File: config.mk
export PLATFORM = sky130hd
export DESIGN_NAME = tug_playfield
export DESIGN_NICKNAME = d
export VERILOG_FILES = /design/src/rtl/tug_pkg.sv /design/src/rtl/key_conditioner.sv /design/src/rtl/tug_playfield.sv
export SDC_FILE = /design/constraint.sdc
export NUM_CORES = 1
export LEC_CHECK = 0
export ABC_AREA = 1
export CORE_AREA = 2 2 39 41
export CTS_BUF_LIST = sky130_fd_sc_hd__clkbuf_4
export DETAILED_ROUTE_END_ITERATION = 12
export DIE_AREA = 0 0 41 43
export GPL_ROUTABILITY_DRIVEN = 0
export PLACE_DENSITY = 0.81
export SETUP_SLACK_MARGIN = 0.05
export SLEW_MARGIN = 20
export SYNTH_ARGS = -nofsm -noshare
export SYNTH_HDL_FRONTEND = slang
export SYNTH_SLANG_ARGS = --single-unit
File: constraint.sdc
create_clock -name Clock -period 3.4 [get_ports Clock]
set_input_delay 0.34 -clock Clock [delete_from_list [all_inputs] [get_ports Clock]]
set_output_delay 0.34 -clock Clock [all_outputs]
set_load 0.01 [all_outputs]
File: src/rtl/tug_pkg.sv
// Shared definitions for the tug-of-war game: playfield state encoding and
// default bar geometry. Also imported by the victory/score stage.
package tug_pkg;

    typedef enum logic {
        PLAY = 1'b0,
        WON  = 1'b1
    } field_state_t;

    // Default bar length and start/restart position (positions are 1-based).
    localparam int N_LED_DEF  = 9;
    localparam int CENTER_DEF = 5;

endpackage : tug_pkg

File: src/rtl/key_conditioner.sv
// Conditions one asynchronous player key: two-flop synchronizer followed by
// a rising-edge detector, giving a clean level and a single-cycle press pulse.
module key_conditioner (
    input  logic Clock,
    input  logic Reset,
    input  logic raw,
    output logic level,
    output logic pulse
);

    logic sync1;
    logic sync2;
    logic prev;

    // Synchronizer chain plus edge-detect history; history keeps running in every game state.
    always_ff @(posedge Clock) begin
        if (!Reset) begin
            sync1 <= 1'b0;
            sync2 <= 1'b0;
            prev  <= 1'b0;
        end else begin
            // NOTE: non-blocking assignments make each flop sample the value
            // from before this edge, so the chain really is three stages deep.
            sync1 <= raw;
            sync2 <= sync1;
            prev  <= sync2;
        end
    end

    assign level = sync2;
    assign pulse = sync2 & ~prev;

endmodule : key_conditioner

File: src/rtl/tug_playfield.sv
// Playfield stage: conditions both keys, moves a single lit position along
// the LED bar on each press, freezes the bar once a player pulls past an end,
// and recentres when the victory stage requests a restart.
module tug_playfield
    import tug_pkg::*;
#(
    parameter int N_LED  = N_LED_DEF,
    parameter int CENTER = CENTER_DEF
) (
    input  logic             Clock,
    input  logic             Reset,
    input  logic             Lraw,
    input  logic             Rraw,
    input  logic             restartGame,
    output logic             L,
    output logic             R,
    output logic [N_LED:1]   LED,
    output logic             frozen
);

    // Positions held in a 4-bit register; bounds pre-sized to match it.
    localparam logic [3:0] POS_CENTER = 4'(CENTER);
    localparam logic [3:0] POS_LEFT   = 4'(N_LED);
    localparam logic [3:0] POS_RIGHT  = 4'd1;

    logic         Lp;
    logic         Rp;
    field_state_t state;
    field_state_t state_next;
    logic [3:0]   pos;
    logic [3:0]   pos_next;

    key_conditioner u_key_l (
        .Clock (Clock),
        .Reset (Reset),
        .raw   (Lraw),
        .level (L),
        .pulse (Lp)
    );

    key_conditioner u_key_r (
        .Clock (Clock),
        .Reset (Reset),
        .raw   (Rraw),
        .level (R),
        .pulse (Rp)
    );

    // State and position registers; reset overrides restart and key pulses.
    always_ff @(posedge Clock) begin
        if (!Reset) begin
            state <= PLAY;
            pos   <= POS_CENTER;
        end else begin
            state <= state_next;
            pos   <= pos_next;
        end
    end

    // Next state/position: restart first, then simultaneous presses cancel, then single moves.
    always_comb begin
        // NOTE: defaulting every output of this block up front means no path
        // leaves it unassigned, so no latch is inferred.
        state_next = state;
        pos_next   = pos;
        unique case (state)
            PLAY: begin
                if (restartGame) begin
                    pos_next = POS_CENTER;
                end else if (Lp && Rp) begin
                    pos_next = pos;
                end else if (Lp) begin
                    if (pos == POS_LEFT) begin
                        state_next = WON;
                    end else begin
                        pos_next = pos + 4'd1;
                    end
                end else if (Rp) begin
                    if (pos == POS_RIGHT) begin
                        state_next = WON;
                    end else begin
                        pos_next = pos - 4'd1;
                    end
                end
            end
            WON: begin
                // Bar is frozen with the end LED lit until the victory stage restarts.
                if (restartGame) begin
                    state_next = PLAY;
                    pos_next   = POS_CENTER;
                end
            end
            default: begin
                state_next = PLAY;
                pos_next   = POS_CENTER;
            end
        endcase
    end

    // Moore output: frozen while the game is won.
    always_comb begin
        frozen = (state == WON);
    end

    // One-hot decode of the position onto the bar.
    always_comb begin
        LED = '0;
        for (int i = 1; i <= N_LED; i++) begin
            LED[i] = (pos == 4'(i));
        end
    end

endmodule : tug_playfield
## Word-level counts from Yosys, hierarchy flattened

Cells that the tools add are included.

- Add/sub/neg operators: 2
- Equality and inequality tests: 14
- Muxes and demuxes: 16
- Bitwise logic cells: 5
- Reductions and logical operators: 2

Operators by type and width:

| operator | count |
|---|---|
| $mux 4 | 7 |
| $eq 4x3->1 const B | 4 |
| $ne 4x4->1 const B | 3 |
| $eq 4x2->1 const B | 2 |
| $eq 4x4->1 const B | 2 |
| $pmux 4 s2 | 1 |
| $mux 1 | 7 |
| $reduce_and 5->1 | 1 |
| $add 4x1->4 const B | 1 |
| $eq 4x1->1 const B | 1 |
| $sub 4x1->4 const B | 1 |
| $ne 3x3->1 const B | 1 |
| $not 1->1 | 3 |
| $and 1x1->1 | 2 |
| $ne 2x2->1 const B | 1 |
| $pmux 1 s2 | 1 |
| $logic_and 1x1->1 | 1 |

- Register bits after elaboration: 11
- Input port bits: 5
- Word-level logic and storage cells: 47

## Logic depth before layout (Yosys ltp)

Gate-level depths: netlist (run 1).

- Depth in word-level cells: 7
- Mapped depth: 9

## By module

From an unflattened synthesis (run 1), not the netlist that was laid out.

- Cell total of the unflattened synthesis: 102
- Area, all modules: 681.9 µm²

By module, submodules not included:

| module | times used | cells each | area each (µm²) |
|---|---|---|---|
| tug_playfield | 1 | 80 | 496.7 |
| key_conditioner | 2 | 11 | 92.6 |

## Worst setup path before layout (run 1)

Ideal clock, no wire load.

- Path type: register -> register
- Start: register pos[0]
- End: register pos[2]
- Library setup time: 122 ps
- Arrival time: 1,172 ps
- Data required time: 3,278 ps
- Slack: 2,105 ps
- Stages on the path, launching flop included: 9
- Clock period less this slack: 1,295 ps
- Cell sequence: dfxtp_1 > inv_1 > ha_1 > inv_1 > nor2_1 > o21ai_0 > nand3_1 > o21ai_2 > nand3_1

- Longest elaborated chain between the ends: 7
- Elaborated cells on any way between the ends: 14
- Classes of those cells: 2 x add/sub; 4 x eq/ne; 7 x mux; 1 x reduce/logical

RTL lines:

| item | RTL line | RTL |
|---|---|---|
| start: declaration | tug_playfield.sv:30 | `logic [3:0] pos;` |
| start signal: assignment | tug_playfield.sv:56 | `pos <= pos_next;` |
| $sub 4x1->4 | tug_playfield.sv:82 | `pos_next = pos - 4'd1;` |
| $mux 4 | tug_playfield.sv:79 | `if (pos == POS_RIGHT) begin` |
| $mux 4 | tug_playfield.sv:78 | `end else if (Rp) begin` |
| $mux 4 | tug_playfield.sv:72 | `end else if (Lp) begin` |
| $mux 4 | tug_playfield.sv:70 | `end else if (Lp && Rp) begin` |
| $mux 4 | tug_playfield.sv:68 | `if (restartGame) begin` |
| $pmux 4 s2 | tug_playfield.sv:66 | `unique case (state)` |

Several ways; a longest one is shown, not always the timed one. The select of a mux whose other input is x is not followed.
A chain may end at the register's enable or synchronous reset.

## Worst setup path in the final report (run 1)

- Start: register pos[0]
- End: output LED[8] (netlist bit)

- Longest elaborated chain between the ends: 1

RTL lines:

| item | RTL line | RTL |
|---|---|---|
| $eq 4x4->1 | tug_playfield.sv:109 | `LED[i] = (pos == 4'(i));` |
| end: declaration | tug_playfield.sv:17 | `output logic [N_LED:1] LED,` |

Every way passes these cells.

==> results of run 1 <==
[kinds of logic (layout without fill, tap and decap cells)]
| group | count (synthesis) | after routing |
|---|---|---|
| flip-flops | 11 | 11 |
| buffers and inverters | 26 | 44 |
| AO/OA/AOI/OAI | 9 | 9 |
| adder cells (fa/ha/maj) | 4 | 4 |
| AND/OR/NAND/NOR | 52 | 52 |
[worst paths after layout]
kind                       from       endpoint  slack [ns]  cells past startpoint
setup / recovery         pos[0]         LED[8]        1.37                      5
hold / removal    u_key_l.sync1  u_key_l.level        0.41                      2
setup reg to reg         pos[0]         pos[2]        1.89                      8
hold reg to reg   u_key_l.sync1  u_key_l.level        0.41                      2
[power groups by stage]
stage,combinational [mW],clock [mW],sequential [mW]
after global routing,0.0738,0.108,0.143
after detailed placement,0.0644,0,0.145
after CTS,0.0647,0.102,0.142
after floorplan,0.0434,0,0.142
after global placement,0.0633,0,0.144
final,0.0642,0.0972,0.142
[layout by cell type (no fill, tap or decap)]
cell type / instances
sky130_fd_sc_hd__a21oi_1: 1
sky130_fd_sc_hd__a21oi_4: 1
sky130_fd_sc_hd__a31oi_1: 1
sky130_fd_sc_hd__clkbuf_4: 4
sky130_fd_sc_hd__clkdlybuf4s50_1: 16
sky130_fd_sc_hd__dfxtp_1: 11
sky130_fd_sc_hd__ha_1: 4
sky130_fd_sc_hd__inv_1: 21
sky130_fd_sc_hd__inv_2: 3
sky130_fd_sc_hd__nand2_1: 17
sky130_fd_sc_hd__nand2_2: 2
sky130_fd_sc_hd__nand3_1: 6
sky130_fd_sc_hd__nand3_2: 1
sky130_fd_sc_hd__nand4_1: 2
sky130_fd_sc_hd__nor2_1: 22
sky130_fd_sc_hd__nor2_2: 1
sky130_fd_sc_hd__nor3_1: 1
sky130_fd_sc_hd__o21ai_0: 5
sky130_fd_sc_hd__o21ai_2: 1
[metrics by stage]
step / instances / power (mW) / hold WS (ns)
finish: 136 / 0.303 / 0.414
global route: 136 / 0.325 / 0.437
CTS: 136 / 0.308 / 0.418
detailed placement: 132 / 0.209 / 0.401
global placement: 132 / 0.207 / 0.393
floorplan: 102 / 0.186 / 0.386
[cell type report]
type                    count  area, µm²
flip-flops and latches     11        220
clock buffers               4       30.0
well taps                  16       20.0
multi-input cells          65        334
inverters                  24       90.1
repair buffers             16        160
fillers                   146        529
[layer usage]
layer / vias to the layer above / share of wire [%] / global-route usage [%]
met2: 17 / 47 / 28.1
met1: 275 / 45 / 22.8
met5: - / 0 / 0
li1: 341 / - / -
met4: 0 / 3.6 / 16.0
met3: 5 / 5.0 / 4.71
[critical path: cells and delay by family, from the launching register on]
| kind | cells | cell delay [ns] |
|---|---|---|
| adders and majority gates | 1 | 0.18 |
| and+or+nand+nor | 1 | 0.14 |
| buffers and inverters | 3 | 0.75 |
| DFF | 1 | 0.36 |
[registers in the layout, summed over array words and instances (netlist names)]
name / count
pos: 4
u_key_r.prev: 1
u_key_l.sync1: 1
frozen: 1
u_key_l.level: 1
u_key_l.prev: 1
u_key_r.sync1: 1
u_key_r.level: 1
==> results.md, run 1 <==
- Among all cell types in the netlist, the one instantiated most often is sky130_fd_sc_hd__nor2_1.
- The area of the die is roughly 0.0018 mm².
- The number of port buffers is 16.
- The XOR/XNOR share of the synthesized area is 0%.
- Entering global routing, the biggest net connects 10 pins.
- The cell that appears most often on the critical path is sky130_fd_sc_hd__inv_1.
- The gate count after technology mapping is roughly 100.
- The final critical path takes up 59.8% of the cycle.
- The number of global-route vias before repair is about 550.
- Detailed placement ended at an HPWL of 1.04 mm.
- Setup repair after global routing left no endpoint under its margin.
- Cells with a size suffix above 1 make up approximately 11% of the layout.
- Using the TritonRoute via totals, the vias-per-cell ratio works out to around 4.7.
- The first routing iteration left 7 violations.
- In this run, synthesis produced a sequential element count of 11.
- The count of final hold-check violations is 0.
- The synthesized netlist devotes 7.58% of its cell area to adder and majority cells.
- The share of total power dissipated in the clock network is between 30% and 40%.
- The number of antenna diodes in the final layout is 0.
- The number of nets in the synthesized netlist is approximately 110.
- Clock tree synthesis selected as its root buffer the cell sky130_fd_sc_hd__clkbuf_4.
- The total via count in the routed design is about 640.
- The largest individual stage delay along the critical path comes from the cell sky130_fd_sc_hd__clkdlybuf4s50_1.
- Measured against the total synthesized area, the mux share comes to 0%.
- The total net switching power is between 80 and 90 µW.
- The clock latency reported for the late side of the worst-skew pair is between 0.2 and 0.3 ns.
- The analysis attributes to cell leakage a power of about 0.43 nW.
- Sorting the synthesized cells by how often they occur yields sky130_fd_sc_hd__nor2_1, sky130_fd_sc_hd__inv_1, sky130_fd_sc_hd__nand2_1.
- The I/O pin count is 17.
- The area of the mapped netlist is 661 µm².
- The core region is 0.00138 mm².
- The number of setup buffers added after CTS is 0.
- The die is between 40 and 50 µm wide.
- The final-report max-slew violation count is 0.
- The proportion of synthesized flip-flops having asynchronous set or reset is 0%.
- In the global route stage, overall resource usage came out at 19.4%.
- The run finished with clean final reports.
- By area, the combinational part of the netlist is dominated by simple AND/OR/NAND/NOR gates.
- The global-route wire length before repair is 2.19 mm.
- The critical setup path kind is reg2out.
- The actual slew at the worst max-slew pin is between 0.3 and 0.4 ns.
- The final global-route overflow total is 0.
- The dominant cell type by area after synthesis is sky130_fd_sc_hd__dfxtp_1.
- The number of synthesized flops with an enable pin is 0.
- The finished cells cover around 850 µm².
- The number of max-cap violations is 0.
- The total DRC errors in the routed layout is 0.
- Data on the critical path arrives at its endpoint at 1.69 ns.
- The number of distinct standard cells referenced by the synthesized netlist is 19.
- The stage delay of the slowest cell on the critical path is 0.56 ns.
- Walking the worst path, the cells encountered are inv_1 -> ha_1 -> inv_1 -> nor3_1 -> clkdlybuf4s50_1.
- The power share of the combinational group is about a fifth.
- The share of power burned in registers is 46.8%.
- The final critical-path setup slack is 1.37 ns.
- After synthesis, the largest area contributor takes up around 33% of total cell area.
- The mean instance size in the synthesized netlist is about 6.5 µm².
- The share of the synthesized area in compound gates (AO/OA/AOI/OAI) is about 9.3%.
- The wire length after detailed routing is 1.29 mm.
- The maximum resistive drop on vdd is 0.000250 V.
- For this run, the top clock speed supported by timing is ~490 MHz.
- Headroom to the max-slew limit came out at 79.1%.
- The final layout contains 130 nets.
- The utilization after layout is about three fifths.
- The layout overhead on the synthesized area is 29.4%.
- For the worst setup path, the data required time is 3.06 ns.
- In this run the number of H-tree levels came out at 1.
- The initial utilization of the core area, before any placement, comes to a little under half.
- The share of synthesized area occupied by flip-flops and latches is 33.3%.
- The CTS buffer count is 3.
- The final setup skew is between 0.0015 and 0.002 ns.
- The number of standard-cell rows in the floorplan is 14.
- The number of warnings printed during yosys synthesis is 0.
- The switching power share of the total is between 20% and 30%.
- The post-CTS clock slew at the launch and capture registers of the worst setup and hold paths is approximately 0.070 ns.
- The count of antenna-violating nets left after detailed routing is 0.
- The category of the worst setup path capture point is a primary output.
- Setup violations remaining at the end of the flow were counted as 0.
- The critical-path maximum fanout is 5.
- The worst path needs just over 2 ns of the cycle, external delays included.
- For this design the ratio of total power to cell area is about 350 mW/mm².
- The post-cts gate resize count is 0.
- In this run the vertical extent of the chip is approximately 43 µm.
- The hold buffer count at CTS is 0.
- The worst setup timing slack at the placement stage is approximately 1.7 ns.
- The aggregate negative setup slack is 0 ns.
- The clock passes through at most 2 buffers.
- The worst hold path belongs to the class reg2reg.
- TritonCTS built the clock tree.
- For this run, the leading register cell type out of synthesis is sky130_fd_sc_hd__dfxtp_1.
- STA classifies the critical path startpoint as a register.
- The number of antenna violations at the first check in global routing is 0.
- The first TritonRoute pass finished after 4 iterations.
- In the post-synthesis netlist, the biggest area contributors are sky130_fd_sc_hd__dfxtp_1, sky130_fd_sc_hd__nor2_1, sky130_fd_sc_hd__inv_1, sky130_fd_sc_hd__nand2_1, sky130_fd_sc_hd__ha_1.
- CTS saw 11 sinks.
- Of the total synthesized cell area, the portion taken by AND, OR, NAND and NOR gates is about a third.
- In this run the cell area measured after placement is between 800 and 900 µm².
- After detailed routing, the average wire length per cell comes to 9.45 µm.
- The internal power of the cells totals around 220 µW.
Power figures use the tool's default switching activity.
==> run 2: changes to the inputs <==
Settings changed: CORE_AREA 2 2 39 41 to not set, CORE_MARGIN set to 2, CORE_UTILIZATION set to 49, DIE_AREA 0 0 41 43 to not set, PLACE_DENSITY 0.81 to 0.8.
Clock period 3.4 ns to 2.1 ns, I/O delays scaled along.
==> run 2 against run 1 <==
Via count rose by 0.16%; hold slack better by 0.0024 ns; global-route usage grew 1.2 points; clock-buffer cell count decreased by 1; die area fell by 5.9%; utilization rose by 4.5 points; first-iteration DRC count rose to 3.0 times the previous value; sequential cell count is the same; design area decreased by 0.44%; total power increased by 56%; sequential share of layout area is 0.11 points higher; sequential power up 62%; largest cell class unchanged; highest routed layer unchanged.
==> results.md, run 2 (synthesis gave the netlist of run 1 again) <==
- In the layout the commonest cells are sky130_fd_sc_hd__nor2_1, sky130_fd_sc_hd__inv_1, sky130_fd_sc_hd__nand2_1, sky130_fd_sc_hd__clkdlybuf4s50_1, sky130_fd_sc_hd__dfxtp_1.
- The final number of setup-violating endpoints was 0 (unchanged).
- The data required time at the worst endpoint is 1.89 ns (-1.17 ns).
- The run finished with clean final reports.
- The stage delay of the slowest cell on the critical path is 0.56 ns (about the same).
- The CTS buffer count is 3 (unchanged).
- The worst-case reg-to-reg path depth is 8 (unchanged).
- The register with the most flip-flops is pos.
- For this design, the slowest cell found on the critical path is sky130_fd_sc_hd__clkdlybuf4s50_1.
- The total via count in the routed design is 639 (+0.16%).
- The final global-route overflow total came to 0 (unchanged).
- The CTS tree is done.
- The number of max-cap violations is 0 (unchanged).
- The first-pass detailed-route iteration total came to 4 (unchanged).
- The arrival time of data at the critical path endpoint is 1.69 ns (about the same).
- The cell area after placement is 823 µm² (-0.15%).
- The area taken by flip-flops and latches is 220 µm² (unchanged).
- The layout overhead on the synthesized area is 28.8%.
- The vertical extent of the die is 40.7 µm (-5.3%).
- The area of the die is 0.00166 mm² (-5.9%).
- The relative max-transition margin was 80.4% (+1.3 points).
- The critical setup path kind is reg2out.
- The number of global-route vias before repair was 531 (-2.6%).
- The smallest clock period supported by the final layout is computed as roughly 1.9 ns.
- The share of the clock period used by the worst path after layout is 90.5%.
- The highest attainable clock frequency is about 530 MHz.
- The global-route usage over all layers is 20.7% (+1.2 points).
- The clock latency reported for the late side of the worst-skew pair is 0.27 ns (about the same).
- The final net count is 130 (unchanged).
- The hold buffer count at CTS is 0 (unchanged).
- The wire length after detailed routing is 1.24 mm (-3.7%).
- Setup repair after global routing left no endpoint under its margin.
- The number of antenna violations at the first check in global routing is 0 (unchanged).
- The count of buffer and inverter cells on the critical path is 3 (unchanged).
- The number of setup buffers added after CTS is 0 (unchanged).
- The I/O pin count is 17 (unchanged).
- The total number of cells along the worst setup path came to 5 (unchanged).
- The number of standard-cell rows in the floorplan is 13 (-1).
- Walking the worst path, the cells encountered are inv_1 -> ha_1 -> inv_1 -> nor3_1 -> clkdlybuf4s50_1.
- Counting stages on the worst path, the most repeated cell is sky130_fd_sc_hd__inv_1.
- The number of standard cells in the layout, taps in and fillers out came to 135 (-0.74%).
- The number of clock sinks is 11 (unchanged).
- The category of the worst setup path capture point is a primary output.
- The final setup skew is 0.00406 ns (+0.00221 ns).
- The ratio of cells with drive above 1 in the final layout was 10.8% (unchanged).
- The aggregate negative setup slack is 0 ns (unchanged).
- The path class of the tightest hold or removal check is reg2reg.
- The global-route wire length before repair is 2.21 mm (+1.2%).
- The fill cell instance count of the final layout is 121 (-17%).
- The actual slew at the worst max-slew pin was 0.293 ns (-0.0199 ns).
- The antenna diode count is 0 (unchanged).
- The final-report max-slew violation count is 0 (unchanged).
- The worst-case clock buffer depth is 2 (unchanged).
- The count of routing violations after the opening detailed-route iteration came to 21 (+14).
- The tree is rooted in a sky130_fd_sc_hd__clkbuf_4.
- The half-perimeter wire length of the detailed placement result is 1.00 mm (-3.3%).
- The maximum resistive drop on vdd is 0.000412 V (+65%).
- The H-tree depth was 1 (unchanged).
- The depth of the worst hold-timing path is 2 (unchanged).
- The post-cts gate resize count is 0 (unchanged).
- The placed instance count is 131 (-0.76%).
- The number of flip-flops under the largest register name is 4 (unchanged).
- The total power divided by cell area is 557 mW/mm² (+57%).
- The library cell used most frequently in the layout, excluding fill and tap cells, is sky130_fd_sc_hd__nor2_1.
- The area of combinational cells with multiple inputs is 334 µm² (unchanged).
- The initial core utilization was 51.4% (+3.7 points).
- The detail-routed via count per cell is 4.73 (+0.90%).
- The routed length per placed instance is 9.16 µm (-3.0%).
- The number of port buffers is 16 (unchanged).
- The count of antenna-violating nets left after detailed routing came to 0 (unchanged).
- The critical-path maximum fanout is 5 (unchanged).
- The leakage power is 0.431 nW (-0.16%).
- The horizontal die dimension was 40.7 µm (-0.68%).
- The post-CTS clock slew at the launch and capture registers of the worst setup and hold paths is 0.07 ns (about the same).
- The maximum number of pins on one net before global-route repair came to 10 (unchanged).
- The count of final hold-check violations is 0 (unchanged).
- Grouping stages by cell kind, the critical path spends the most delay in buffers and inverters.
- The final cell area excluding filler cells is 851 µm² (-0.44%).
- The element type at the critical path start is a register.
- The total DRC errors in the routed layout came to 0 (unchanged).
- The core outline area was 0.00128 mm² (-7.1%).
run 2: cell types whose count changed in the layout (fill, tap and decap cells not counted), sizes merged:
cell and delta:
clkinv +1, clkbuf -1
run 2: final cells by class:
| cell class | count | area share, % |
|---|---|---|
| Tap cell | 15 | 2.21 |
| Sequential cell | 11 | 25.9 |
| Timing Repair Buffer | 16 | 18.8 |
| Multi-Input combinational cell | 65 | 39.3 |
| Inverter | 24 | 10.6 |
| Clock inverter | 1 | 0.588 |
| Clock buffer | 3 | 2.65 |
run 2: report_power, final:
part / total, mW / internal (mW) / switching, mW
sequential: 0.230 / 0.218 / 0.0112
combinational: 0.103 / 0.0476 / 0.0556
clock: 0.141 / 0.0705 / 0.0708
total: 0.474 / 0.336 / 0.138
run 2: worst register-to-register path, cell delays in order (launching register included):
cell                      delay, ns
sky130_fd_sc_hd__dfxtp_1       0.42
sky130_fd_sc_hd__inv_1         0.12
sky130_fd_sc_hd__ha_1          0.22
sky130_fd_sc_hd__inv_1         0.09
sky130_fd_sc_hd__nor2_1        0.04
sky130_fd_sc_hd__o21ai_0       0.21
sky130_fd_sc_hd__nand3_1       0.12
sky130_fd_sc_hd__o21ai_2       0.11
sky130_fd_sc_hd__nand3_1       0.07
run 2: path summary, 6_finish.rpt:
check	from	endpoint	slack, ns
max	pos[0]	LED[8]	0.20
min	u_key_l.sync1	u_key_l.level	0.42
max reg2reg	pos[0]	pos[2]	0.58
min reg2reg	u_key_l.sync1	u_key_l.level	0.42
run 2: per-layer routing:
metal / vias to the layer above / routed length (µm) / global-route usage (%)
met4: 0 / 9 / 12.5
met2: 20 / 617 / 36.1
met5: - / 0 / 0
li1: 343 / - / -
met3: 2 / 58 / 1.63
met1: 274 / 552 / 24.3
run 2: through the flow:
stage / power (mW) / worst slack, ns / hold WS, ns / util [%]
2_1_floorplan: 0.301 / 0.805 / 0.308 / -
3_3_place_gp: 0.336 / 0.534 / 0.392 / 64.1
3_5_place_dp: 0.338 / 0.489 / 0.402 / 64.1
4_1_cts: 0.482 / 0.183 / 0.420 / 66.2
5_1_grt: 0.509 / 0.0750 / 0.459 / 66.2
6_report: 0.474 / 0.199 / 0.417 / 66.2
